File: config.mk
export PLATFORM = sky130hd
export DESIGN_NAME = multich_noise_adder
export DESIGN_NICKNAME = d
export VERILOG_FILES = /design/src/rtl/multich_noise_adder.sv
export SDC_FILE = /design/constraint.sdc
export NUM_CORES = 1
export LEC_CHECK = 0
export BUFFER_PORTS_ARGS = -buffer_cell sky130_fd_sc_hd__buf_4
export CORE_MARGIN = 4
export CORE_UTILIZATION = 35
export DETAILED_ROUTE_END_ITERATION = 8
export GPL_TIMING_DRIVEN = 1
export PLACE_DENSITY = 0.54
export SLEW_MARGIN = 30
export SYNTH_ARGS = -nofsm -noshare
export SYNTH_HDL_FRONTEND = slang
export SYNTH_SLANG_ARGS = --single-unit
export TNS_END_PERCENT = 50
File: constraint.sdc
create_clock -name clk -period 7.3 [get_ports clk]
set_clock_uncertainty 0.05 [all_clocks]
set_input_delay 0.365 -clock clk [delete_from_list [all_inputs] [get_ports clk]]
set_output_delay 0.365 -clock clk [all_outputs]
set_load 0.01 [all_outputs]
File: src/rtl/multich_noise_adder.sv
// Multichannel AWGN adder: data + noise*sigma, round-half-up, saturate; sigma swaps on symbol boundaries.
// Define MULTICH_NOISE_SAT_CNT_EN to build the saturation counter; otherwise o_sat_count is tied to 0.
module multich_noise_adder #(
  parameter int NCH = 2,
  parameter int NBT_IN = 8,
  parameter int NBF_IN = 6,
  parameter int NBT_NOISE = 8,
  parameter int NBF_NOISE = 7,
  parameter int NBT_SIGMA = 8,
  parameter int NBF_SIGMA = 7,
  parameter int NBT_OUT = 8,
  parameter int NBF_OUT = 6,
  parameter int OVERSAMP = 4,
  parameter logic [NBT_SIGMA-1:0] SIGMA_RST = 8'h1c,
  parameter int NBT_CNT = 16
) (
  input  logic                                              clk,
  input  logic                                              i_reset,
  input  logic                                              i_valid,
  input  logic [NCH*NBT_IN-1:0]                             i_data,
  input  logic [NCH*NBT_NOISE-1:0]                          i_noise,
  input  logic                                              i_noise_en,
  input  logic [NBT_SIGMA-1:0]                              i_sigma,
  input  logic                                              i_sigma_load,
  output logic                                              o_valid,
  output logic [NCH*NBT_OUT-1:0]                            o_data,
  output logic [NCH-1:0]                                    o_sat,
  output logic [((OVERSAMP > 1) ? $clog2(OVERSAMP) : 1)-1:0] o_phase,
  output logic [NBT_CNT-1:0]                                o_sat_count
);

  localparam int PH_W   = (OVERSAMP > 1) ? $clog2(OVERSAMP) : 1;
  localparam int PROD_W = NBT_NOISE + NBT_SIGMA + 1;
  localparam int PF     = NBF_NOISE + NBF_SIGMA;
  localparam int FA     = (NBF_IN > PF) ? NBF_IN : PF;
  localparam int IA     = ((NBT_IN - NBF_IN) > (PROD_W - PF)) ? (NBT_IN - NBF_IN) : (PROD_W - PF);
  localparam int SUM_W  = IA + FA + 1;
  localparam int DSH    = FA - NBF_IN;
  localparam int PSH    = FA - PF;
  localparam int SH     = FA - NBF_OUT;
  localparam int RND_W  = SUM_W + 1 - SH;
  localparam logic signed [SUM_W:0]   RND_C   = (SUM_W + 1)'(1) << (SH - 1);
  localparam logic signed [RND_W-1:0] OUT_MAX = {{(RND_W-NBT_OUT+1){1'b0}}, {(NBT_OUT-1){1'b1}}};
  localparam logic signed [RND_W-1:0] OUT_MIN = {{(RND_W-NBT_OUT+1){1'b1}}, {(NBT_OUT-1){1'b0}}};

  // The extra top bit of t keeps the +half from overflowing before the shift.
  function automatic logic signed [RND_W-1:0] round_hu(input logic signed [SUM_W-1:0] s);
    logic signed [SUM_W:0] t;
    t = {s[SUM_W-1], s} + RND_C;
    return t[SUM_W:SH];
  endfunction

  function automatic logic is_clip(input logic signed [RND_W-1:0] r);
    return (r > OUT_MAX) || (r < OUT_MIN);
  endfunction

  function automatic logic [NBT_OUT-1:0] sat_out(input logic signed [RND_W-1:0] r);
    if (r > OUT_MAX) return OUT_MAX[NBT_OUT-1:0];
    if (r < OUT_MIN) return OUT_MIN[NBT_OUT-1:0];
    return r[NBT_OUT-1:0];
  endfunction

  logic [PH_W-1:0]        phase_q, phase_d;
  logic [NBT_SIGMA-1:0]   sigma_act_q, sigma_act_d;
  logic [NBT_SIGMA-1:0]   sigma_pend_q, sigma_pend_d;
  logic                   pend_flag_q, pend_flag_d;
  logic [NBT_SIGMA-1:0]   sigma_use;

  logic                   vld_p1_q, vld_p1_d;
  logic [PH_W-1:0]        ph_p1_q, ph_p1_d;
  logic signed [NBT_IN-1:0] data_p1_q [NCH];
  logic signed [NBT_IN-1:0] data_p1_d [NCH];
  logic signed [PROD_W-1:0] prod_p1_q [NCH];
  logic signed [PROD_W-1:0] prod_p1_d [NCH];

  logic                   vld_p2_q, vld_p2_d;
  logic [PH_W-1:0]        ph_p2_q, ph_p2_d;
  logic signed [SUM_W-1:0] sum_p2_q [NCH];
  logic signed [SUM_W-1:0] sum_p2_d [NCH];

  logic                   vld_p3_q, vld_p3_d;
  logic [PH_W-1:0]        ph_p3_q, ph_p3_d;
  logic [NCH*NBT_OUT-1:0] data_p3_q, data_p3_d;
  logic [NCH-1:0]         sat_p3_q, sat_p3_d;

  // Stage 1: phase tracking, sigma boundary swap, noise scaling
  always_comb begin
    phase_d      = phase_q;
    sigma_act_d  = sigma_act_q;
    sigma_pend_d = sigma_pend_q;
    pend_flag_d  = pend_flag_q;
    sigma_use    = sigma_act_q;
    if (i_valid) begin
      phase_d = (phase_q == PH_W'(OVERSAMP - 1)) ? '0 : phase_q + PH_W'(1);
      if ((phase_q == '0) && pend_flag_q) begin
        sigma_use   = sigma_pend_q;
        sigma_act_d = sigma_pend_q;
        pend_flag_d = 1'b0;
      end
    end
    // A load coinciding with the swap must survive it and wait for the next symbol.
    if (i_sigma_load) begin
      sigma_pend_d = i_sigma;
      pend_flag_d  = 1'b1;
    end
    vld_p1_d = i_valid;
    ph_p1_d  = phase_q;
    for (int k = 0; k < NCH; k++) begin
      data_p1_d[k] = i_data[k*NBT_IN +: NBT_IN];
      prod_p1_d[k] = i_noise_en
        ? PROD_W'(signed'(i_noise[k*NBT_NOISE +: NBT_NOISE])) * PROD_W'(signed'({1'b0, sigma_use}))
        : '0;
    end
  end

  // Stage 2: align to FA fractional bits and add with one guard bit
  always_comb begin
    vld_p2_d = vld_p1_q;
    ph_p2_d  = ph_p1_q;
    for (int k = 0; k < NCH; k++) begin
      sum_p2_d[k] = (SUM_W'(data_p1_q[k]) <<< DSH) + (SUM_W'(prod_p1_q[k]) <<< PSH);
    end
  end

  // Stage 3: round half-up, saturate, flag clipping
  always_comb begin
    vld_p3_d  = vld_p2_q;
    ph_p3_d   = ph_p3_q;
    data_p3_d = data_p3_q;
    sat_p3_d  = '0;
    if (vld_p2_q) begin
      ph_p3_d = ph_p2_q;
      for (int k = 0; k < NCH; k++) begin
        data_p3_d[k*NBT_OUT +: NBT_OUT] = sat_out(round_hu(sum_p2_q[k]));
        sat_p3_d[k]                     = is_clip(round_hu(sum_p2_q[k]));
      end
    end
  end

  always_ff @(posedge clk or posedge i_reset) begin
    if (i_reset) begin
      phase_q      <= '0;
      sigma_act_q  <= SIGMA_RST;
      sigma_pend_q <= SIGMA_RST;
      pend_flag_q  <= 1'b0;
      vld_p1_q     <= 1'b0;
      ph_p1_q      <= '0;
      vld_p2_q     <= 1'b0;
      ph_p2_q      <= '0;
      vld_p3_q     <= 1'b0;
      ph_p3_q      <= '0;
      data_p3_q    <= '0;
      sat_p3_q     <= '0;
    end else begin
      phase_q      <= phase_d;
      sigma_act_q  <= sigma_act_d;
      sigma_pend_q <= sigma_pend_d;
      pend_flag_q  <= pend_flag_d;
      vld_p1_q     <= vld_p1_d;
      ph_p1_q      <= ph_p1_d;
      vld_p2_q     <= vld_p2_d;
      ph_p2_q      <= ph_p2_d;
      vld_p3_q     <= vld_p3_d;
      ph_p3_q      <= ph_p3_d;
      data_p3_q    <= data_p3_d;
      sat_p3_q     <= sat_p3_d;
    end
  end

  // Inner data registers carry no reset; the valid bits qualify them.
  always_ff @(posedge clk) begin
    data_p1_q <= data_p1_d;
    prod_p1_q <= prod_p1_d;
    sum_p2_q  <= sum_p2_d;
  end

`ifdef MULTICH_NOISE_SAT_CNT_EN
  logic [NBT_CNT-1:0] sat_cnt_q, sat_cnt_d;
  logic [NBT_CNT:0]   cnt_sum;

  always_comb begin
    cnt_sum = {1'b0, sat_cnt_q};
    for (int k = 0; k < NCH; k++) begin
      cnt_sum = cnt_sum + (NBT_CNT + 1)'(sat_p3_d[k]);
    end
    sat_cnt_d = cnt_sum[NBT_CNT] ? '1 : cnt_sum[NBT_CNT-1:0];
  end

  always_ff @(posedge clk or posedge i_reset) begin
    if (i_reset) sat_cnt_q <= '0;
    else         sat_cnt_q <= sat_cnt_d;
  end

  assign o_sat_count = sat_cnt_q;
`else
  assign o_sat_count = '0;
`endif

  assign o_valid = vld_p3_q;
  assign o_data  = data_p3_q;
  assign o_sat   = sat_p3_q;
  assign o_phase = ph_p3_q;

endmodule
==> impl_metrics.tcl <==
set metrics [dict create \
    vias 5529 \
    rsz0062_at_grt "false" \
    synth_edf_count 0 \
    grt_first_pass_wirelength_um 27700 \
    drt_iter0_drc 212 \
    drt_wl_total_um 16200 \
    crit_path_end_kind "flop" \
    crit_fanout 15 \
    cts_root_buffer "clkbuf_16" \
    synth-compound-area-share_pct 8.82 \
    clock_sinks 104 \
    relSlewSlack_pct 49.7 \
    r2r_cells 20 \
    clock_latency_ns 0.36 \
    crit_path_frequent_cell "inv_1" \
    dp_hpwl_um 13300 \
    synthAdderAreaFrac_pct 33.2 \
    clock.fmax_ghz 0.161 \
    layout_common_cells "inv_1 (118), ha_1 (104), fa_1 (72)" \
    io_buffer_count 65 \
    multi_input_area_um2 5360 \
    cts_tree "built" \
    diodes 0 \
    cp_top_family "adder cells" \
    cts_hold_buf 0 \
    wl_per_cell_um 13.3 \
    synth_top_family_by_area "adder cells" \
    grt_pass1_vias 5640 \
    maxSlewViolCount 0 \
    n_fill_cell 2311 \
    core-area_um2 22900 \
    reg2reg_slack_ns 1.10 \
    ys_ff_latch 104 \
    dieHeight_um 162 \
    die_area_um2 26100 \
    cp.arrival_ns 6.37 \
    cts_buffers 9 \
    register_area_um2 2320 \
    synth-xor-area-share_pct 4.46 \
    synthArstFlopShare_pct 44.2 \
    final_common_cell "inv_1" \
    rr_endpoint "prod_p1_q[13]" \
    antenna_found_initial 0 \
    clockBufferDepth 2 \
    place_congestion 0.802 \
    drcViolationCount 0 \
    run_status "completed" \
    start_util_pct 36.0 \
    synth_simple_gate_area_share_pct 14.8 \
    track_usage_pct 13.0 \
    postSynthAreaPerCell_um2 9.84 \
    synth.yosys.warnings 0 \
    yosysUniqueCellTypes 59 \
    cp.buffers_inverters 5 \
    crit_required_ns 7.46 \
    cp_slowest_cell "mux2i_1" \
    drive_gt1_share_pct 12.3 \
    min_path_type "input pin to async pin" \
    r2r_start "ph_p1_d[0]" \
    grt.overflow.total 0 \
    worstMarginPinSlew_ns 0.734 \
    antenna_left 0 \
    start_kind "flop" \
    cts.clk_slew.worst_paths_ns 0.08 \
    grt_max_degree 47 \
    nets 1122 \
    finalSetupTns_ns 0 \
    maxCapViolCount 0 \
    max_stage_delay_ns 0.56 \
    die_w_um 162 \
    synth_area_um2 8250 \
    drt_pass1_iterations 4 \
    yosys_most_used_dff "dfxtp_1" \
    critPathLaunch "ph_p1_d[0]" \
    cts_htree_levels 3 \
    via_per_inst 4.54 \
    ctsResizeCount 0 \
    period_minus_slack_ns 6.20 \
    crit_chain "inv_1 -> ha_1 -> nand3_1 -> mux2i_1 -> inv_1 -> nand2_1 -> fa_1 -> fa_1 -> inv_1 -> fa_1 -> inv_1 -> fa_1 -> inv_1 -> ha_1 -> and4b_1 -> a221oi_2 -> a21oi_2 -> o21a_1 -> or3_1 -> nor3b_1" \
    post_cts_buffers 0 \
    fin_crit_sh_pct 85.0 \
    synth.area.mux_share_pct 2.91 \
    setup_violations 0 \
    final_hold_viol_count 0 \
    synthCells 839 \
    area_growth_pct 13.1 \
    path_class "flop to flop" \
    ios 82 \
    seq_area_frac_synth_pct 28.1 \
    rows 55 \
]
==> worst reg2reg max path: stages, from the launching register on <==
cell,delay (ns)
dfrtp_1,0.41
inv_1,0.09
ha_1,0.17
nand3_1,0.34
mux2i_1,0.56
inv_1,0.41
nand2_1,0.20
fa_1,0.45
fa_1,0.49
inv_1,0.05
fa_1,0.53
inv_1,0.05
fa_1,0.52
inv_1,0.04
ha_1,0.34
and4b_1,0.21
a221oi_2,0.34
a21oi_2,0.14
o21a_1,0.23
or3_1,0.29
nor3b_1,0.14
==> cell usage after synthesis (9+ instances only) <==
cell      instances  share of area [%]
o22a_1           13                1.4
buf_4            16                1.5
nor2b_1          26                2.0
dfxtp_1          58                 14
nand3_1          12               0.73
and2_1           60                4.5
mux2_2           16                2.2
clkbuf_1         12               0.55
nor2_1           63                2.9
nand2_1          54                2.5
a21oi_1          13               0.79
xor2_1           17                1.8
ha_1            104                 16
dfrtp_1          40                 12
inv_1           119                5.4
a21o_1           11                1.0
fa_1             72                 17
xnor2_1          25                2.7
nor3_1            9               0.55
o21ai_0          17                1.0
==> per-layer routing <==
| layer | share of wire (%) | vias to the layer above | global-route usage (%) |
|---|---|---|---|
| met5 | 0 | - | 0 |
| met2 | 44 | 91 | 20.6 |
| met3 | 4.0 | 16 | 2.07 |
| met1 | 51 | 2589 | 18.3 |
| li1 | - | 2833 | - |
| met4 | 1.5 | 0 | 4.11 |
==> registers in the layout, summed over array words and instances, names as in the netlist <==
register / cells
data_p1_q: 16
prod_p1_q: 20
sum_p2_q: 22
o_data: 16
vld_p1_q: 1
o_phase: 2
o_sat: 2
vld_p2_q: 1
ph_p1_d: 2
ph_p1_q: 2
ph_p2_q: 2
sigma_act_q: 8
o_valid: 1
sigma_pend_q: 8
pend_flag_q: 1
==> cell families after synthesis <==
family / count (synthesis)
other: 1
XOR/XNOR: 42
multiplexers: 22
AND/OR/NAND/NOR: 244
flip-flops: 104
adder cells (fa/ha/maj): 176
AO/OA/AOI/OAI: 100
buffers and inverters: 150
==> through the flow <==
stage	util (%)	cell area, um^2	hold slack [ns]	std cells	worst slack [ns]
final	40.7	9330	0.0352	1219	1.10
after global routing	40.7	9330	0.0397	1219	0.751
after CTS	40.7	9330	0.0389	1219	1.03
after detailed placement	39.4	9020	0.263	1203	1.07
after global placement	39.4	9020	0.263	1203	1.11
after floorplan	-	8310	0.260	854	1.74
==> worst max-delay path by stage <==
stage	to	slack [ns]	cells past startpoint
after floorplan	prod_p1_q[13]	1.74	21
after global placement	prod_p1_q[32]	1.11	19
after detailed placement	prod_p1_q[13]	1.07	20
after CTS	prod_p1_q[13]	1.03	20
after global routing	prod_p1_q[32]	0.75	19
final	prod_p1_q[13]	1.10	20
==> cell type report <==
class | count | area share [%]
tap | 313 | 4.20
clock inverter | 7 | 0.898
clock buffer | 9 | 2.41
timing repair buffer | 67 | 5.39
sequential | 104 | 24.9
inverter | 119 | 4.81
multi-input combinational | 600 | 57.4
Power is left out: the tool's default activity adds up to more than one toggle a clock period on the data nets, which glitch-free logic cannot reach.
